===== src/rtl/dmem_arbiter_if.sv =====
// Requester-side bus of the data-memory arbiter: one request/response channel.
// master = requester (core LSU or debug loader), slave = arbiter.
interface dmem_arbiter_if;
    logic        valid;
    logic        ready;
    logic [31:0] addr;
    logic        write;
    logic [1:0]  size;
    logic        is_unsigned;
    logic [31:0] wdata;
    logic        rvalid;
    logic [31:0] rdata;
    logic        err;

    modport master (
        output valid, addr, write, size, is_unsigned, wdata,
        input  ready, rvalid, rdata, err
    );

    modport slave (
        input  valid, addr, write, size, is_unsigned, wdata,
        output ready, rvalid, rdata, err
    );
endinterface


===== src/rtl/dmem_arbiter.sv =====
// Two-port arbiter onto a single-port data memory: lane steering, load extension, 1-cycle response.
// Optional macro DMEM_ARB_ALIGN_CHECK_EN: misaligned half/word accesses are suppressed and flagged via err.
module dmem_arbiter #(
    parameter int DATA_BITS      = 16,
    parameter int FIXED_PRIORITY = 0
) (
    input  logic                 clock,
    input  logic                 reset_n,
    dmem_arbiter_if.slave        rq0,
    dmem_arbiter_if.slave        rq1,
    output logic [DATA_BITS-3:0] mem_address,
    output logic [3:0]           mem_byteena,
    output logic [31:0]          mem_data,
    output logic                 mem_wren,
    input  logic [31:0]          mem_q
);

    localparam logic [1:0] SZ_BYTE = 2'b00;
    localparam logic [1:0] SZ_HALF = 2'b01;

    logic        r_last_grant;
    logic [1:0]  w_valid;
    logic [1:0]  w_gnt;
    logic        w_hs;
    logic        w_sel;

    logic [31:0] w_addr;
    logic        w_write;
    logic [1:0]  w_size;
    logic        w_unsigned;
    logic [31:0] w_wdata;
    logic        w_misalign;

    logic [7:0]  w_byte;
    logic [15:0] w_half;
    logic [31:0] w_load_ext;
    logic [31:0] w_rdata_next;

    logic [1:0]        w_rvalid;
    logic [1:0][31:0]  w_rdata;
    logic [1:0]        w_err;

    logic [31-DATA_BITS:0] w_unused_addr_hi;

    assign w_valid = {rq1.valid, rq0.valid};

    // r_last_grant = 1 means port 1 was served last, so port 0 wins the next tie.
    always_comb begin
        w_gnt = 2'b00;
        if (reset_n) begin
            if (w_valid == 2'b11) begin
                if (FIXED_PRIORITY != 0 || r_last_grant)
                    w_gnt = 2'b01;
                else
                    w_gnt = 2'b10;
            end else begin
                w_gnt = w_valid;
            end
        end
    end

    assign w_hs      = |w_gnt;
    assign w_sel     = w_gnt[1];
    assign rq0.ready = w_gnt[0];
    assign rq1.ready = w_gnt[1];

    assign w_addr     = w_sel ? rq1.addr        : rq0.addr;
    assign w_write    = w_sel ? rq1.write       : rq0.write;
    assign w_size     = w_sel ? rq1.size        : rq0.size;
    assign w_unsigned = w_sel ? rq1.is_unsigned : rq0.is_unsigned;
    assign w_wdata    = w_sel ? rq1.wdata       : rq0.wdata;

    // Upper address bits alias onto the memory; they are deliberately dropped.
    assign w_unused_addr_hi = w_addr[31:DATA_BITS];

`ifdef DMEM_ARB_ALIGN_CHECK_EN
    always_comb begin
        w_misalign = 1'b0;
        if (w_size == SZ_HALF)
            w_misalign = w_addr[0];
        else if (w_size != SZ_BYTE)
            w_misalign = (w_addr[1:0] != 2'b00);
    end
`else
    assign w_misalign = 1'b0;
`endif

    assign mem_address = w_addr[DATA_BITS-1:2];
    assign mem_wren    = w_hs && w_write && !w_misalign;

    always_comb begin
        mem_byteena = 4'b0000;
        mem_data    = w_wdata;
        case (w_size)
            SZ_BYTE: begin
                mem_byteena = 4'b0001 << w_addr[1:0];
                mem_data    = {4{w_wdata[7:0]}};
            end
            SZ_HALF: begin
                mem_byteena = w_addr[1] ? 4'b1100 : 4'b0011;
                mem_data    = {2{w_wdata[15:0]}};
            end
            default: begin
                mem_byteena = 4'b1111;
                mem_data    = w_wdata;
            end
        endcase
        if (!w_hs || w_misalign)
            mem_byteena = 4'b0000;
    end

    assign w_byte = mem_q[{w_addr[1:0], 3'b000} +: 8];
    assign w_half = mem_q[{w_addr[1], 4'b0000} +: 16];

    always_comb begin
        w_load_ext = mem_q;
        case (w_size)
            SZ_BYTE: w_load_ext = w_unsigned ? {24'h000000, w_byte}
                                             : {{24{w_byte[7]}}, w_byte};
            SZ_HALF: w_load_ext = w_unsigned ? {16'h0000, w_half}
                                             : {{16{w_half[15]}}, w_half};
            default: w_load_ext = mem_q;
        endcase
    end

    assign w_rdata_next = (w_write || w_misalign) ? 32'h0000_0000 : w_load_ext;

    always_ff @(posedge clock or negedge reset_n) begin
        if (!reset_n)
            r_last_grant <= 1'b1;
        else if (w_hs)
            r_last_grant <= w_sel;
    end

    // One response register set per port; rdata/err hold between pulses.
    generate
        for (genvar gi = 0; gi < 2; gi++) begin : g_resp
            logic        r_rvalid;
            logic [31:0] r_rdata;
            logic        r_err;

            always_ff @(posedge clock or negedge reset_n) begin
                if (!reset_n) begin
                    r_rvalid <= 1'b0;
                    r_rdata  <= 32'h0000_0000;
                    r_err    <= 1'b0;
                end else begin
                    r_rvalid <= w_gnt[gi];
                    if (w_gnt[gi]) begin
                        r_rdata <= w_rdata_next;
                        r_err   <= w_misalign;
                    end
                end
            end

            assign w_rvalid[gi] = r_rvalid;
            assign w_rdata[gi]  = r_rdata;
            assign w_err[gi]    = r_err;
        end
    endgenerate

    assign rq0.rvalid = w_rvalid[0];
    assign rq0.rdata  = w_rdata[0];
    assign rq0.err    = w_err[0];
    assign rq1.rvalid = w_rvalid[1];
    assign rq1.rdata  = w_rdata[1];
    assign rq1.err    = w_err[1];

endmodule


===== src/flat_wrapper.sv =====
// flat-port wrapper written by rule: the top's interface ports become plain ports
module dmem_arbiter_flat 
#(
    parameter int DATA_BITS      = 16,
    parameter int FIXED_PRIORITY = 0
)
  (clock, reset_n, mem_address, mem_byteena, mem_data, mem_wren, mem_q, rq0_valid, rq0_addr, rq0_write, rq0_size, rq0_is_unsigned, rq0_wdata, rq0_ready, rq0_rvalid, rq0_rdata, rq0_err, rq1_valid, rq1_addr, rq1_write, rq1_size, rq1_is_unsigned, rq1_wdata, rq1_ready, rq1_rvalid, rq1_rdata, rq1_err);
  dmem_arbiter_if rq0_i ();
  dmem_arbiter_if rq1_i ();
  input  logic clock;
  input  logic reset_n;
  output logic [DATA_BITS-3:0] mem_address;
  output logic [3:0] mem_byteena;
  output logic [31:0] mem_data;
  output logic mem_wren;
  input  logic [31:0] mem_q;
  input wire logic [$bits(rq0_i.valid)-1:0] rq0_valid;
  input wire logic [$bits(rq0_i.addr)-1:0] rq0_addr;
  input wire logic [$bits(rq0_i.write)-1:0] rq0_write;
  input wire logic [$bits(rq0_i.size)-1:0] rq0_size;
  input wire logic [$bits(rq0_i.is_unsigned)-1:0] rq0_is_unsigned;
  input wire logic [$bits(rq0_i.wdata)-1:0] rq0_wdata;
  output wire logic [$bits(rq0_i.ready)-1:0] rq0_ready;
  output wire logic [$bits(rq0_i.rvalid)-1:0] rq0_rvalid;
  output wire logic [$bits(rq0_i.rdata)-1:0] rq0_rdata;
  output wire logic [$bits(rq0_i.err)-1:0] rq0_err;
  input wire logic [$bits(rq1_i.valid)-1:0] rq1_valid;
  input wire logic [$bits(rq1_i.addr)-1:0] rq1_addr;
  input wire logic [$bits(rq1_i.write)-1:0] rq1_write;
  input wire logic [$bits(rq1_i.size)-1:0] rq1_size;
  input wire logic [$bits(rq1_i.is_unsigned)-1:0] rq1_is_unsigned;
  input wire logic [$bits(rq1_i.wdata)-1:0] rq1_wdata;
  output wire logic [$bits(rq1_i.ready)-1:0] rq1_ready;
  output wire logic [$bits(rq1_i.rvalid)-1:0] rq1_rvalid;
  output wire logic [$bits(rq1_i.rdata)-1:0] rq1_rdata;
  output wire logic [$bits(rq1_i.err)-1:0] rq1_err;
  assign rq0_i.valid = rq0_valid;
  assign rq0_i.addr = rq0_addr;
  assign rq0_i.write = rq0_write;
  assign rq0_i.size = rq0_size;
  assign rq0_i.is_unsigned = rq0_is_unsigned;
  assign rq0_i.wdata = rq0_wdata;
  assign rq0_ready = rq0_i.ready;
  assign rq0_rvalid = rq0_i.rvalid;
  assign rq0_rdata = rq0_i.rdata;
  assign rq0_err = rq0_i.err;
  assign rq1_i.valid = rq1_valid;
  assign rq1_i.addr = rq1_addr;
  assign rq1_i.write = rq1_write;
  assign rq1_i.size = rq1_size;
  assign rq1_i.is_unsigned = rq1_is_unsigned;
  assign rq1_i.wdata = rq1_wdata;
  assign rq1_ready = rq1_i.ready;
  assign rq1_rvalid = rq1_i.rvalid;
  assign rq1_rdata = rq1_i.rdata;
  assign rq1_err = rq1_i.err;
  dmem_arbiter #(.DATA_BITS(DATA_BITS), .FIXED_PRIORITY(FIXED_PRIORITY)) u_core (.clock(clock), .reset_n(reset_n), .rq0(rq0_i), .rq1(rq1_i), .mem_address(mem_address), .mem_byteena(mem_byteena), .mem_data(mem_data), .mem_wren(mem_wren), .mem_q(mem_q));
endmodule

===== config.mk =====
export PLATFORM = sky130hd
export DESIGN_NAME = dmem_arbiter_flat
export DESIGN_NICKNAME = d
export VERILOG_FILES = /design/src/rtl/dmem_arbiter_if.sv /design/src/rtl/dmem_arbiter.sv /design/src/flat_wrapper.sv
export SDC_FILE = /design/constraint.sdc
export NUM_CORES = 1
export LEC_CHECK = 0
export ABC_AREA = 1
export BUFFER_PORTS_ARGS = -buffer_cell sky130_fd_sc_hd__buf_4
export CAP_MARGIN = 0
export CORE_ASPECT_RATIO = 0.8
export CORE_MARGIN = 3
export CORE_UTILIZATION = 39
export CTS_CLUSTER_DIAMETER = 200
export DETAILED_ROUTE_END_ITERATION = 12
export PLACE_DENSITY = 0.8
export SLEW_MARGIN = 20
export SYNTH_ARGS = -nofsm -noshare
export SYNTH_HDL_FRONTEND = slang
export SYNTH_SLANG_ARGS = --single-unit

===== constraint.sdc =====
create_clock -name clock -period 1.8 [get_ports clock]
set_input_delay 0.09 -clock clock [delete_from_list [all_inputs] [get_ports clock]]
set_output_delay 0.09 -clock clock [all_outputs]
set_load 0.02 [all_outputs]

# Yosys cells after proc, flatten, opt, wreduce, memory -nomap -nowiden
# Index checks and enable logic that the tools add are counted.
[totals] regBits=67 out_inout_bits=121
[classes] n_eq_ne=2 shifts=3 muxes=16 reduce_logical=3
[ops] cell="$mux W32" n=4
[ops] cell="$pmux W32 S2" n=2
[ops] cell="$shiftx A32 B6 Y16" n=1
[ops] cell="$shiftx A32 B6 Y8" n=1
[ops] cell="$mux W16" n=1
[ops] cell="$mux W2" n=4
[ops] cell="$mux W4" n=2
[ops] cell="$pmux W4 S2" n=1
[ops] cell="$shl A1 B2 Y4 const A" n=1
[ops] cell="$eq A2 B1 Y1 const B" n=1
[ops] cell="$eq A2 B2 Y1 const B" n=1
[ops] cell="$logic_not A2 Y1" n=1
[ops] cell="$mux W1" n=2
[ops] cell="$reduce_or A2 Y1" n=1
[ops] cell="$logic_and A1 B1 Y1" n=1

# Logic depth before layout (Yosys ltp)
# Gate-level depths: netlist of run 1.
[depth] ltp_word=8 ltp_mapped=13 depth_no_buf=12

# Worst setup path before layout of run 1
# OpenSTA, ideal clock, no wires.
[synth_timing] path_type="flip-flop to output port" start="reg u_core.r_last_grant" end="out mem_data[24]" arrival_time_ns=2.078 t_required_ns=1.710 slack_ns=-0.368 stages_incl_launch_ff=7 path_buffers=2 cell_sequence="dfstp_2 -> nand2_2 -> nand2_8 -> buf_6 -> clkbuf_1 -> nor2_1 -> o311ai_0"
[synth_via] elab_chain_len=6
[synth_lines] element="from (decl)" line_no="dmem_arbiter.sv:21" text="logic r_last_grant;"
[synth_lines] element="from (signal assigned)" line_no="dmem_arbiter.sv:132" text="r_last_grant <= w_sel;"
[synth_lines] element="$mux W2 (*)" line_no="dmem_arbiter.sv:52" text="if (FIXED_PRIORITY != 0 || r_last_grant)"
[synth_lines] element="$mux W2 (*)" line_no="dmem_arbiter.sv:51" text="if (w_valid == 2'b11) begin"
[synth_lines] element="$mux W2 (*)" line_no="dmem_arbiter.sv:50" text="if (reset_n) begin"
[synth_lines] element="$mux W2" line_no="dmem_arbiter.sv:69" text="assign w_size = w_sel ? rq1.size : rq0.size;"
[synth_lines] element="$eq A2 B1 Y1 / $logic_not A2 Y1 (equally long branches)" line_no="dmem_arbiter.sv:94" text="case (w_size)"
[synth_lines] element="$pmux W32 S2 (*)" line_no="dmem_arbiter.sv:94"
[synth_lines] element="to (decl)" line_no="flat_wrapper.sv:14" text="output logic [31:0] mem_data;"
# Every way passes the cells marked *; elsewhere a longest branch is shown, timed or not.

# Final worst setup path of run 1
[layout_timing] start="reg u_core.r_last_grant" end="out mem_byteena[2]"
[layout_via] elab_chain_len=7
[layout_lines] element="$mux W2 (*)" line_no="dmem_arbiter.sv:52"
[layout_lines] element="$mux W2 (*)" line_no="dmem_arbiter.sv:51"
[layout_lines] element="$mux W2 (*)" line_no="dmem_arbiter.sv:50"
[layout_lines] element="$mux W2 / $mux W16 (equally long branches)" line_no="dmem_arbiter.sv:69, dmem_arbiter.sv:67"
[layout_lines] element="$eq A2 B1 Y1, or another cell as far along" line_no="dmem_arbiter.sv:94"
[layout_lines] element="$pmux W4 S2" line_no="dmem_arbiter.sv:94"
[layout_lines] element="$mux W4 (*)" line_no="dmem_arbiter.sv:108" text="if (!w_hs || w_misalign)"
[layout_lines] element="to (decl)" line_no="flat_wrapper.sv:13" text="output logic [3:0] mem_byteena;"
# Marked as above.

==> results of run 1 <==
==> kinds of logic after synthesis <==
| family | Yosys count | share of synthesized area (%) |
|---|---|---|
| flip-flops | 67 | 37.0 |
| AO/OA/AOI/OAI | 65 | 8.98 |
| buffers and inverters | 88 | 9.37 |
| AND/OR/NAND/NOR | 437 | 42.8 |
| multiplexers | 8 | 1.76 |
| other | 1 | 0.0826 |
==> layout make-up <==
cell class / instances / area, µm² / share of cell area (%)
repair buffers: 362 / 3300 / 38.1
multi-input cells: 513 / 3050 / 35.1
flip-flops and latches: 67 / 1680 / 19.3
clock buffers: 10 / 239 / 2.75
well taps: 144 / 180 / 2.08
inverters: 42 / 179 / 2.06
clock inverters: 6 / 40.0 / 0.461
diodes: 5 / 12.5 / 0.144
==> power by group through the flow <==
stage | Sequential [W] | Combinational [W] | Clock, W
6_report | 0.00193 | 0.00342 | 0.00164
3_5_place_dp | 0.00195 | 0.00272 | 0
4_1_cts | 0.00193 | 0.00307 | 0.00165
2_1_floorplan | 0.00223 | 0.00111 | 0
5_1_grt | 0.00196 | 0.00362 | 0.00171
3_3_place_gp | 0.00195 | 0.00269 | 0
==> stage by stage <==
| step | area (µm²) | std cells | setup WS, ns |
|---|---|---|---|
| 6_report | 8680 | 1149 | -0.409 |
| 5_1_grt | 8680 | 1149 | -0.461 |
| 4_1_cts | 8060 | 1124 | -0.307 |
| 3_5_place_dp | 7050 | 1079 | -0.145 |
| 2_1_floorplan | 4650 | 667 | -0.0523 |
| 3_3_place_gp | 7050 | 1079 | -0.102 |
==> sequential cells by signal (all words and copies together), names as in the netlist <==
register and cells:
u_core.rq0.rdata 32, u_core.rq1.rdata 32, u_core.r_last_grant 1, u_core.rq0.rvalid 1
u_core.rq1.rvalid 1
==> metal layers <==
layer,vias to the layer above,global-route usage (%)
li1,2843,-
met1,2957,40.6
met2,463,53.5
met3,105,8.13
met4,0,11.0
met5,-,0
==> worst paths after layout <==
check	end	slack (ns)	cells past startpoint
worst max-delay path	mem_byteena[2]	-0.41	9
worst min-delay path	u_core.rq0.rdata[2]	0.10	3
worst max register to register	u_core.rq1.rdata[17]	-0.36	14
worst min register to register	u_core.rq1.rdata[26]	0.48	2
max in group asynchronous	u_core.rq0.rdata[12]	1.12	3
min in group clock	u_core.rq1.rdata[3]	0.13	5
==> what timing repair did <==
action | in CTS | in global routing
setup endpoints to repair | 103 | 116
setup buffers | 23 | 20
pin swaps | 19 | 21
gates resized for setup | 105 | 120
cloned | 7 | 4
==> Yosys cell counts, types with 9 or more instances <==
master    number
a21oi_1        9
buf_2         15
o21ai_0       12
inv_1         38
dfrtp_1       66
nand3_1       53
nor2_1        28
o21ai_1       14
nand2_1      296
nand4_1       34
clkbuf_1      16
==> critical path, cell delays in order (launching register included) <==
cell     delay [ns]
dfstp_2        0.57
nand2_4        0.10
nand2_4        0.09
buf_12         0.11
nand2_1        0.05
nand2_1        0.17
buf_4          0.18
nor2_4         0.06
nor3_2         0.25
buf_4          0.20
==> report_table.html, run 1 <==
<table>
<tr><th>Metric</th><th>Value</th></tr>
<tr><th colspan="2">Run status</th></tr>
<tr><td>Outcome</td><td>finished with violations</td></tr>
<tr><td>Violations in the final reports</td><td>setup timing</td></tr>
<tr><th colspan="2">Layout</th></tr>
<tr><td>Final core area utilization</td><td>78.2%</td></tr>
<tr><td>Area added between synthesis and finish</td><td>91.1%</td></tr>
<tr><td>Most common library cell in the layout ignoring fill and taps</td><td>buf_4</td></tr>
<tr><td>Fraction of final layout cells with drive strength greater than 1</td><td>52.7%</td></tr>
<tr><td>Final-stage net count</td><td>1167</td></tr>
<tr><td>Fillers</td><td>724</td></tr>
<tr><td>Commonest cells after routing, fill and taps aside</td><td>buf_4, nand2_1, dfrtp_1, buf_6, nand2_2</td></tr>
<tr><th colspan="2">Critical path</th></tr>
<tr><td>Type of element capturing the critical path</td><td>primary output</td></tr>
<tr><td>Startpoint types</td><td>register</td></tr>
<tr><td>Critical-path maximum fanout</td><td>8</td></tr>
<tr><td>Type of the worst setup path</td><td>reg2out</td></tr>
<tr><td>WP data arrival</td><td>2.12 ns</td></tr>
<tr><td>Required time of the worst setup path</td><td>1.71 ns</td></tr>
<tr><td>Launch point of the critical path</td><td>u_core.r_last_grant</td></tr>
<tr><td>Start of the worst register-to-register path</td><td>u_core.r_last_grant</td></tr>
<tr><th colspan="2">Route</th></tr>
<tr><td>Post-detailed-route DRC marker count</td><td>0</td></tr>
<tr><td>Initial DRT Pass Iterations</td><td>6</td></tr>
<tr><td>Violation count after the first detailed-routing iteration</td><td>562</td></tr>
<tr><td>Routed wire length</td><td>23.2 mm</td></tr>
<tr><td>Routed length on met2</td><td>10.8 mm</td></tr>
<tr><td>Uppermost metal layer occupied by signal nets</td><td>met4</td></tr>
<tr><td>Avg WL per Cell</td><td>20.2 µm</td></tr>
<tr><td>Met3 routed wirelength</td><td>2.24 mm</td></tr>
<tr><td>Post-Route M1 WL</td><td>8.77 mm</td></tr>
<tr><td>Via total after detailed routing</td><td>6368</td></tr>
<tr><td>Via-to-Cell Ratio</td><td>5.54</td></tr>
<tr><td>Remaining antenna violation count after routing</td><td>0</td></tr>
<tr><th colspan="2">Floorplanning</th></tr>
<tr><td>Standard-cell row count</td><td>34</td></tr>
<tr><td>Placeable core region</td><td>0.0111 mm²</td></tr>
<tr><td>Height of the die</td><td>103 µm</td></tr>
<tr><td>X dimension of the die</td><td>127 µm</td></tr>
<tr><td>Die Area</td><td>0.0130 mm²</td></tr>
<tr><td>Initial Utilization</td><td>40.9%</td></tr>
<tr><td>Number of placed I/O pins</td><td>293</td></tr>
<tr><th colspan="2">Min path</th></tr>
<tr><td>Worst min path class</td><td>in2async</td></tr>
<tr><th colspan="2">Synthesis</th></tr>
<tr><td>Proportion of synthesized chip area in sequential cells</td><td>37.0%</td></tr>
<tr><td>Synthesized area divided by synthesized cell count</td><td>6.82 µm²</td></tr>
<tr><td>Ys Warns</td><td>0</td></tr>
<tr><td>Cell accounting for the most synthesized area</td><td>dfrtp_1</td></tr>
<tr><td>Share of flip-flops with an asynchronous set or reset</td><td>100%</td></tr>
<tr><td>Fraction of post-synthesis cell area in the top cell type by area</td><td>36.4%</td></tr>
<tr><td>Top area cells in the synthesized netlist</td><td>dfrtp_1, nand2_1, nand3_1</td></tr>
<tr><td>Number of enable flip-flop cells after synthesis</td><td>0</td></tr>
<tr><td>Number of register bits inferred by synthesis</td><td>67</td></tr>
<tr><td>Number of distinct standard cells referenced by the synthesized netlist</td><td>39</td></tr>
<tr><td>Commonest register cell after synthesis</td><td>dfrtp_1</td></tr>
<tr><td>Synthesized netlist cell count</td><td>666</td></tr>
<tr><td>Synthesized area</td><td>0.00454 mm²</td></tr>
<tr><th colspan="2">Place</th></tr>
<tr><td>Routability congestion estimate</td><td>1.00</td></tr>
<tr><td>Number of buffer cells added on primary ports</td><td>258</td></tr>
<tr><td>Detailed Place HPWL</td><td>15.2 mm</td></tr>
<tr><th colspan="2">Global route</th></tr>
<tr><td>Maximum number of pins on one net before global-route repair</td><td>68</td></tr>
<tr><td>Global route overflow</td><td>0</td></tr>
<tr><td>Global router's overall resource usage</td><td>31.9%</td></tr>
<tr><td>Global-route wire length before repair</td><td>32.2 mm</td></tr>
<tr><td>Number of antenna violations at the first check in global routing</td><td>5</td></tr>
<tr><td>Vias in the first global route</td><td>5849</td></tr>
<tr><th colspan="2">Timing</th></tr>
<tr><td>Post-route clock skew</td><td>0.00386 ns</td></tr>
<tr><td>Final critical path time including I/O delays and setup</td><td>2.21 ns</td></tr>
<tr><td>Setup total negative slack</td><td>-24.30 ns</td></tr>
<tr><td>Least-Margin Pin Slew</td><td>0.847 ns</td></tr>
<tr><td>Final WS setup</td><td>-0.409 ns</td></tr>
<tr><td>Final setup violation count</td><td>106</td></tr>
<tr><td>Tightest slew margin relative to the limit</td><td>43.5%</td></tr>
<tr><td>Total count of max-transition violations in the final report</td><td>0</td></tr>
<tr><td>Worst hold slack</td><td>0.101 ns</td></tr>
<tr><td>Highest Clock Rate</td><td>453 MHz</td></tr>
<tr><td>Final hold violation count</td><td>0</td></tr>
<tr><td>RSZ-0062 raised after global routing</td><td>true</td></tr>
<tr><td>Final period util</td><td>123%</td></tr>
<tr><th colspan="2">Power</th></tr>
<tr><td>Maximum ir drop on the vdd rail</td><td>488 µV</td></tr>
<tr><td>Total power density per cell area</td><td>805 mW/mm²</td></tr>
<tr><td>Power consumption</td><td>0.00699 W</td></tr>
<tr><td>Clock power frac</td><td>23.4%</td></tr>
<tr><td>Lkg Pwr</td><td>4.59 nW</td></tr>
<tr><td>Switching share of power</td><td>38.6%</td></tr>
<tr><td>Part of the power in registers</td><td>27.6%</td></tr>
<tr><td>Combinational group share of total power</td><td>48.9%</td></tr>
<tr><td>Cell-internal power</td><td>0.00429 W</td></tr>
<tr><td>Switch Pwr</td><td>0.00270 W</td></tr>
<tr><th colspan="2">Clocking</th></tr>
<tr><td>Maximum level of the CTS H-tree</td><td>3</td></tr>
<tr><td>TritonCTS Buffers</td><td>9</td></tr>
<tr><td>CTS hold repair buffers</td><td>0</td></tr>
<tr><td>Clk Latency, worst-skew pair</td><td>0.33 ns</td></tr>
<tr><td>CTS tree</td><td>done</td></tr>
<tr><td>Maximum clock insertion buffer count</td><td>2</td></tr>
<tr><td>Clock-pin slew of the registers on the worst-case setup and hold paths</td><td>0.05 ns</td></tr>
<tr><td>Clock sinks</td><td>67</td></tr>
<tr><td>Root cell of the clock tree</td><td>clkbuf_16</td></tr>
<tr><th colspan="2">Run</th></tr>
<tr><td>Max-capacitance violation count</td><td>0</td></tr>
</table>
(Power assumes the default switching activity.)
==> run 2: changes to the inputs <==
--- a/config.mk
+++ b/config.mk
@@ -8,12 +8,11 @@
 export ABC_AREA = 1
 export BUFFER_PORTS_ARGS = -buffer_cell sky130_fd_sc_hd__buf_4
 export CAP_MARGIN = 0
-export CORE_ASPECT_RATIO = 0.8
-export CORE_MARGIN = 3
-export CORE_UTILIZATION = 39
+export CORE_AREA = 3 3 114 116
 export CTS_CLUSTER_DIAMETER = 200
 export DETAILED_ROUTE_END_ITERATION = 12
-export PLACE_DENSITY = 0.8
+export DIE_AREA = 0 0 117 119
+export PLACE_DENSITY = 0.74
 export SLEW_MARGIN = 20
 export SYNTH_ARGS = -nofsm -noshare
 export SYNTH_HDL_FRONTEND = slang
==> constraint.sdc (replaced) <==
create_clock -name clock -period 2.5 [get_ports clock]
set_input_delay 0.125 -clock clock [delete_from_list [all_inputs] [get_ports clock]]
set_output_delay 0.125 -clock clock [all_outputs]
set_load 0.02 [all_outputs]
==> report_table.html, run 2 (synthesis results as in run 1) <==
<table>
<tr><th>Metric</th><th>Value</th></tr>
<tr><th colspan="2">Place</th></tr>
<tr><td>Detailed Place HPWL</td><td>14.0 mm (-7.7%)</td></tr>
<tr><td>Routability congestion estimate</td><td>0.918 (-8.3%)</td></tr>
<tr><td>Number of buffer cells added on primary ports</td><td>258 (unchanged)</td></tr>
<tr><th colspan="2">Timing</th></tr>
<tr><td>Highest Clock Rate</td><td>424 MHz</td></tr>
<tr><td>RSZ-0062 raised after global routing</td><td>false</td></tr>
<tr><td>Worst hold slack</td><td>0.0433 ns (-0.0579 ns)</td></tr>
<tr><td>Final period util</td><td>94.2%</td></tr>
<tr><td>Post-route clock skew</td><td>0.00814 ns (+0.00428 ns)</td></tr>
<tr><td>Final setup violation count</td><td>0 (-100%)</td></tr>
<tr><td>Least-Margin Pin Slew</td><td>0.850 ns (+0.00293 ns)</td></tr>
<tr><td>Final critical path time including I/O delays and setup</td><td>2.36 ns</td></tr>
<tr><td>Total count of max-transition violations in the final report</td><td>0 (unchanged)</td></tr>
<tr><td>Tightest slew margin relative to the limit</td><td>43.3% (-0.20 points)</td></tr>
<tr><td>Final hold violation count</td><td>0 (unchanged)</td></tr>
<tr><td>Setup total negative slack</td><td>0 ns (+24.30 ns)</td></tr>
<tr><th colspan="2">Route</th></tr>
<tr><td>Initial DRT Pass Iterations</td><td>5 (-1)</td></tr>
<tr><td>Post-detailed-route DRC marker count</td><td>0 (unchanged)</td></tr>
<tr><td>Routed length on met2</td><td>8.64 mm (-20%)</td></tr>
<tr><td>Avg WL per Cell</td><td>17.5 µm (-13%)</td></tr>
<tr><td>Uppermost metal layer occupied by signal nets</td><td>met4</td></tr>
<tr><td>Violation count after the first detailed-routing iteration</td><td>505 (-10%)</td></tr>
<tr><td>Routed wire length</td><td>18.7 mm (-19%)</td></tr>
<tr><td>Via-to-Cell Ratio</td><td>5.15 (-7.1%)</td></tr>
<tr><td>Post-Route M1 WL</td><td>8.11 mm (-7.5%)</td></tr>
<tr><td>Remaining antenna violation count after routing</td><td>0 (unchanged)</td></tr>
<tr><td>Met3 routed wirelength</td><td>1.54 mm (-31%)</td></tr>
<tr><td>Via total after detailed routing</td><td>5491 (-14%)</td></tr>
<tr><th colspan="2">Layout</th></tr>
<tr><td>Commonest cells after routing, fill and taps aside</td><td>nand2_1, buf_4, dfrtp_1, nand3_1, inv_1</td></tr>
<tr><td>Antenna diode instance count</td><td>0 (-5)</td></tr>
<tr><td>Most common library cell in the layout ignoring fill and taps</td><td>nand2_1</td></tr>
<tr><td>Area added between synthesis and finish</td><td>54.8%</td></tr>
<tr><td>Area used by sequential logic in the layout</td><td>0.00168 mm² (unchanged)</td></tr>
<tr><td>Area occupied by multi-input gates</td><td>0.00251 mm² (-18%)</td></tr>
<tr><td>Fraction of final layout cells with drive strength greater than 1</td><td>36.6% (-16 points)</td></tr>
<tr><td>Fillers</td><td>1138 (+57%)</td></tr>
<tr><td>Final-stage net count</td><td>1086 (-6.9%)</td></tr>
<tr><th colspan="2">Clocking</th></tr>
<tr><td>Root cell of the clock tree</td><td>clkbuf_16</td></tr>
<tr><td>Clk Latency, worst-skew pair</td><td>0.34 ns (about the same)</td></tr>
<tr><td>TritonCTS Buffers</td><td>9 (unchanged)</td></tr>
<tr><td>Clock sinks</td><td>67 (unchanged)</td></tr>
<tr><td>Maximum level of the CTS H-tree</td><td>3 (unchanged)</td></tr>
<tr><td>Maximum clock insertion buffer count</td><td>2 (unchanged)</td></tr>
<tr><td>Clock-pin slew of the registers on the worst-case setup and hold paths</td><td>0.06 ns (about the same)</td></tr>
<tr><td>CTS tree</td><td>done</td></tr>
<tr><th colspan="2">Global route</th></tr>
<tr><td>Global router's overall resource usage</td><td>26.0% (-5.9 points)</td></tr>
<tr><td>Maximum number of pins on one net before global-route repair</td><td>68 (unchanged)</td></tr>
<tr><td>Number of antenna violations at the first check in global routing</td><td>0 (-5)</td></tr>
<tr><td>Global route overflow</td><td>0 (unchanged)</td></tr>
<tr><td>Vias in the first global route</td><td>5241 (-10%)</td></tr>
<tr><td>Global-route wire length before repair</td><td>28.2 mm (-12%)</td></tr>
<tr><th colspan="2">Floorplanning</th></tr>
<tr><td>X dimension of the die</td><td>117 µm (-7.6%)</td></tr>
<tr><td>Initial Utilization</td><td>37.8% (-3.1 points)</td></tr>
<tr><td>Placeable core region</td><td>0.0120 mm² (+8.2%)</td></tr>
<tr><td>Standard-cell row count</td><td>40 (+18%)</td></tr>
<tr><td>Number of placed I/O pins</td><td>293 (unchanged)</td></tr>
<tr><td>Height of the die</td><td>119 µm (+16%)</td></tr>
<tr><td>Die Area</td><td>0.0139 mm² (+7.3%)</td></tr>
<tr><th colspan="2">Critical path</th></tr>
<tr><td>Worst reg-to-reg path cell count</td><td>11 (-3)</td></tr>
<tr><td>Type of element capturing the critical path</td><td>primary output</td></tr>
<tr><td>Number of buffers and inverters on the critical path</td><td>3 (unchanged)</td></tr>
<tr><td>Reg2Reg Capture Point</td><td>u_core.rq1.rdata[30]</td></tr>
<tr><td>Max incr delay on CP</td><td>0.58 ns (about the same)</td></tr>
<tr><td>WP data arrival</td><td>2.23 ns (+0.11 ns)</td></tr>
<tr><td>Critical Path Sink</td><td>mem_data[30]</td></tr>
<tr><td>Required time of the worst setup path</td><td>2.38 ns (+0.67 ns)</td></tr>
<tr><td>Depth of the critical timing path with buffers and inverters included</td><td>10 (+1)</td></tr>
<tr><td>Register-to-register path setup slack</td><td>0.21 ns (+0.57 ns)</td></tr>
<tr><td>Kind of cell with the highest combined delay on the critical path</td><td>simple AND/OR/NAND/NOR gates</td></tr>
<tr><td>Startpoint types</td><td>register</td></tr>
<tr><td>Critical-path maximum fanout</td><td>10 (+2)</td></tr>
<tr><td>List of cells traversed by the critical path</td><td>nand2_2 &gt; nand2_8 &gt; nand2_4 &gt; nand2_8 &gt; inv_4 &gt; nor2_4 &gt; buf_4 &gt; nand2_1 &gt; o311ai_0 &gt; buf_4</td></tr>
<tr><td>Type of the worst setup path</td><td>reg2out</td></tr>
<tr><td>Launch point of the critical path</td><td>u_core.r_last_grant</td></tr>
<tr><td>Slowest library cell on the worst path</td><td>dfstp_2</td></tr>
<tr><td>Start of the worst register-to-register path</td><td>u_core.r_last_grant</td></tr>
<tr><th colspan="2">Run</th></tr>
<tr><td>Max-capacitance violation count</td><td>0 (unchanged)</td></tr>
<tr><th colspan="2">Run status</th></tr>
<tr><td>Outcome</td><td>completed</td></tr>
<tr><th colspan="2">Power</th></tr>
<tr><td>Maximum ir drop on the vdd rail</td><td>379 µV (-22%)</td></tr>
<tr><td>Lkg Pwr</td><td>3.95 nW (-14%)</td></tr>
<tr><td>Total power density per cell area</td><td>673 mW/mm² (-16%)</td></tr>
<tr><th colspan="2">Min path</th></tr>
<tr><td>Worst min path class</td><td>in2async</td></tr>
</table>
==> run 2: cell count changes in the layout (fill, tap and decap cells not counted), sizes merged <==
cell,before,now
buf,358,279
bufbuf,1,0
bufinv,0,3
clkbuf,13,10
clkinv,5,3
clkinvlp,1,2
diode,5,0
inv,42,41
nand2,305,306
==> run 2: cell type report <==
cell class / count / share of cell area [%]
flip-flops and latches: 67 / 23.9
inverters: 42 / 2.31
clock inverters: 7 / 1.78
multi-input cells: 514 / 35.7
well taps: 147 / 2.62
repair buffers: 280 / 30.6
clock buffers: 9 / 3.20
==> run 2: metal layers <==
metal / up-vias / GRT usage (%)
met1: 2531 / 37.0
met4: 0 / 6.52
met3: 29 / 6.50
li1: 2668 / -
met5: - / 0
met2: 263 / 39.4
==> run 2: per-stage QoR <==
| stage | power [W] | std cells | worst slack, ns | util [%] | cell area, µm² |
|---|---|---|---|---|---|
| 4_1_cts | 0.00472 | 1058 | 0.00575 | 57.7 | 6930 |
| 3_5_place_dp | 0.00320 | 1040 | 0.119 | 54.5 | 6550 |
| 3_3_place_gp | 0.00318 | 1040 | 0.177 | 54.5 | 6550 |
| 5_1_grt | 0.00496 | 1066 | 0.0156 | 58.5 | 7030 |
| 6_report | 0.00473 | 1066 | 0.144 | 58.5 | 7030 |
| 2_1_floorplan | 0.00237 | 667 | 0.297 | - | 4540 |
==> run 2: how the worst min path moves through the flow <==
stage	from	to	slack [ns]	cells past startpoint
6_report	reset_n	u_core.rq1.rvalid	0.04	2
5_1_grt	rq1_write	u_core.rq1.rdata[7]	0.1	4
4_1_cts	reset_n	u_core.rq1.rvalid	0.08	2
3_5_place_dp	rq1_write	u_core.rq1.rdata[7]	0.42	4
3_3_place_gp	rq1_write	u_core.rq1.rdata[7]	0.41	4
2_1_floorplan	reset_n	u_core.rq0.rdata[0]	-0.17	0
==> run 2: worst reg2reg max path, stage by stage (launching register included) <==
cell	delay, ns
dfstp_2	0.58
nand2_2	0.14
nand2_8	0.14
nand2_4	0.10
nand2_8	0.11
inv_4	0.08
nor2_4	0.15
buf_4	0.20
nand3_4	0.15
nand3_4	0.28
nand4_1	0.19
nand2_1	0.10
==> run 2: power by group <==
part | internal [W] | leakage, nW | total, W | switching [W]
combinational | 0.000757 | 2.90 | 0.00185 | 0.00109
sequential | 0.00127 | 0.886 | 0.00138 | 0.000113
clock | 0.000983 | 0.164 | 0.00150 | 0.000516
==> run 2: what timing repair did <==
item / in CTS / in global routing
endpoints found under the setup margin: 20 / 45
resized for setup: 4 / 3
hold buffers: 0 / 0
cloned: 1 / 2
buffers inserted: 1 / 6
pin swaps: 2 / 2
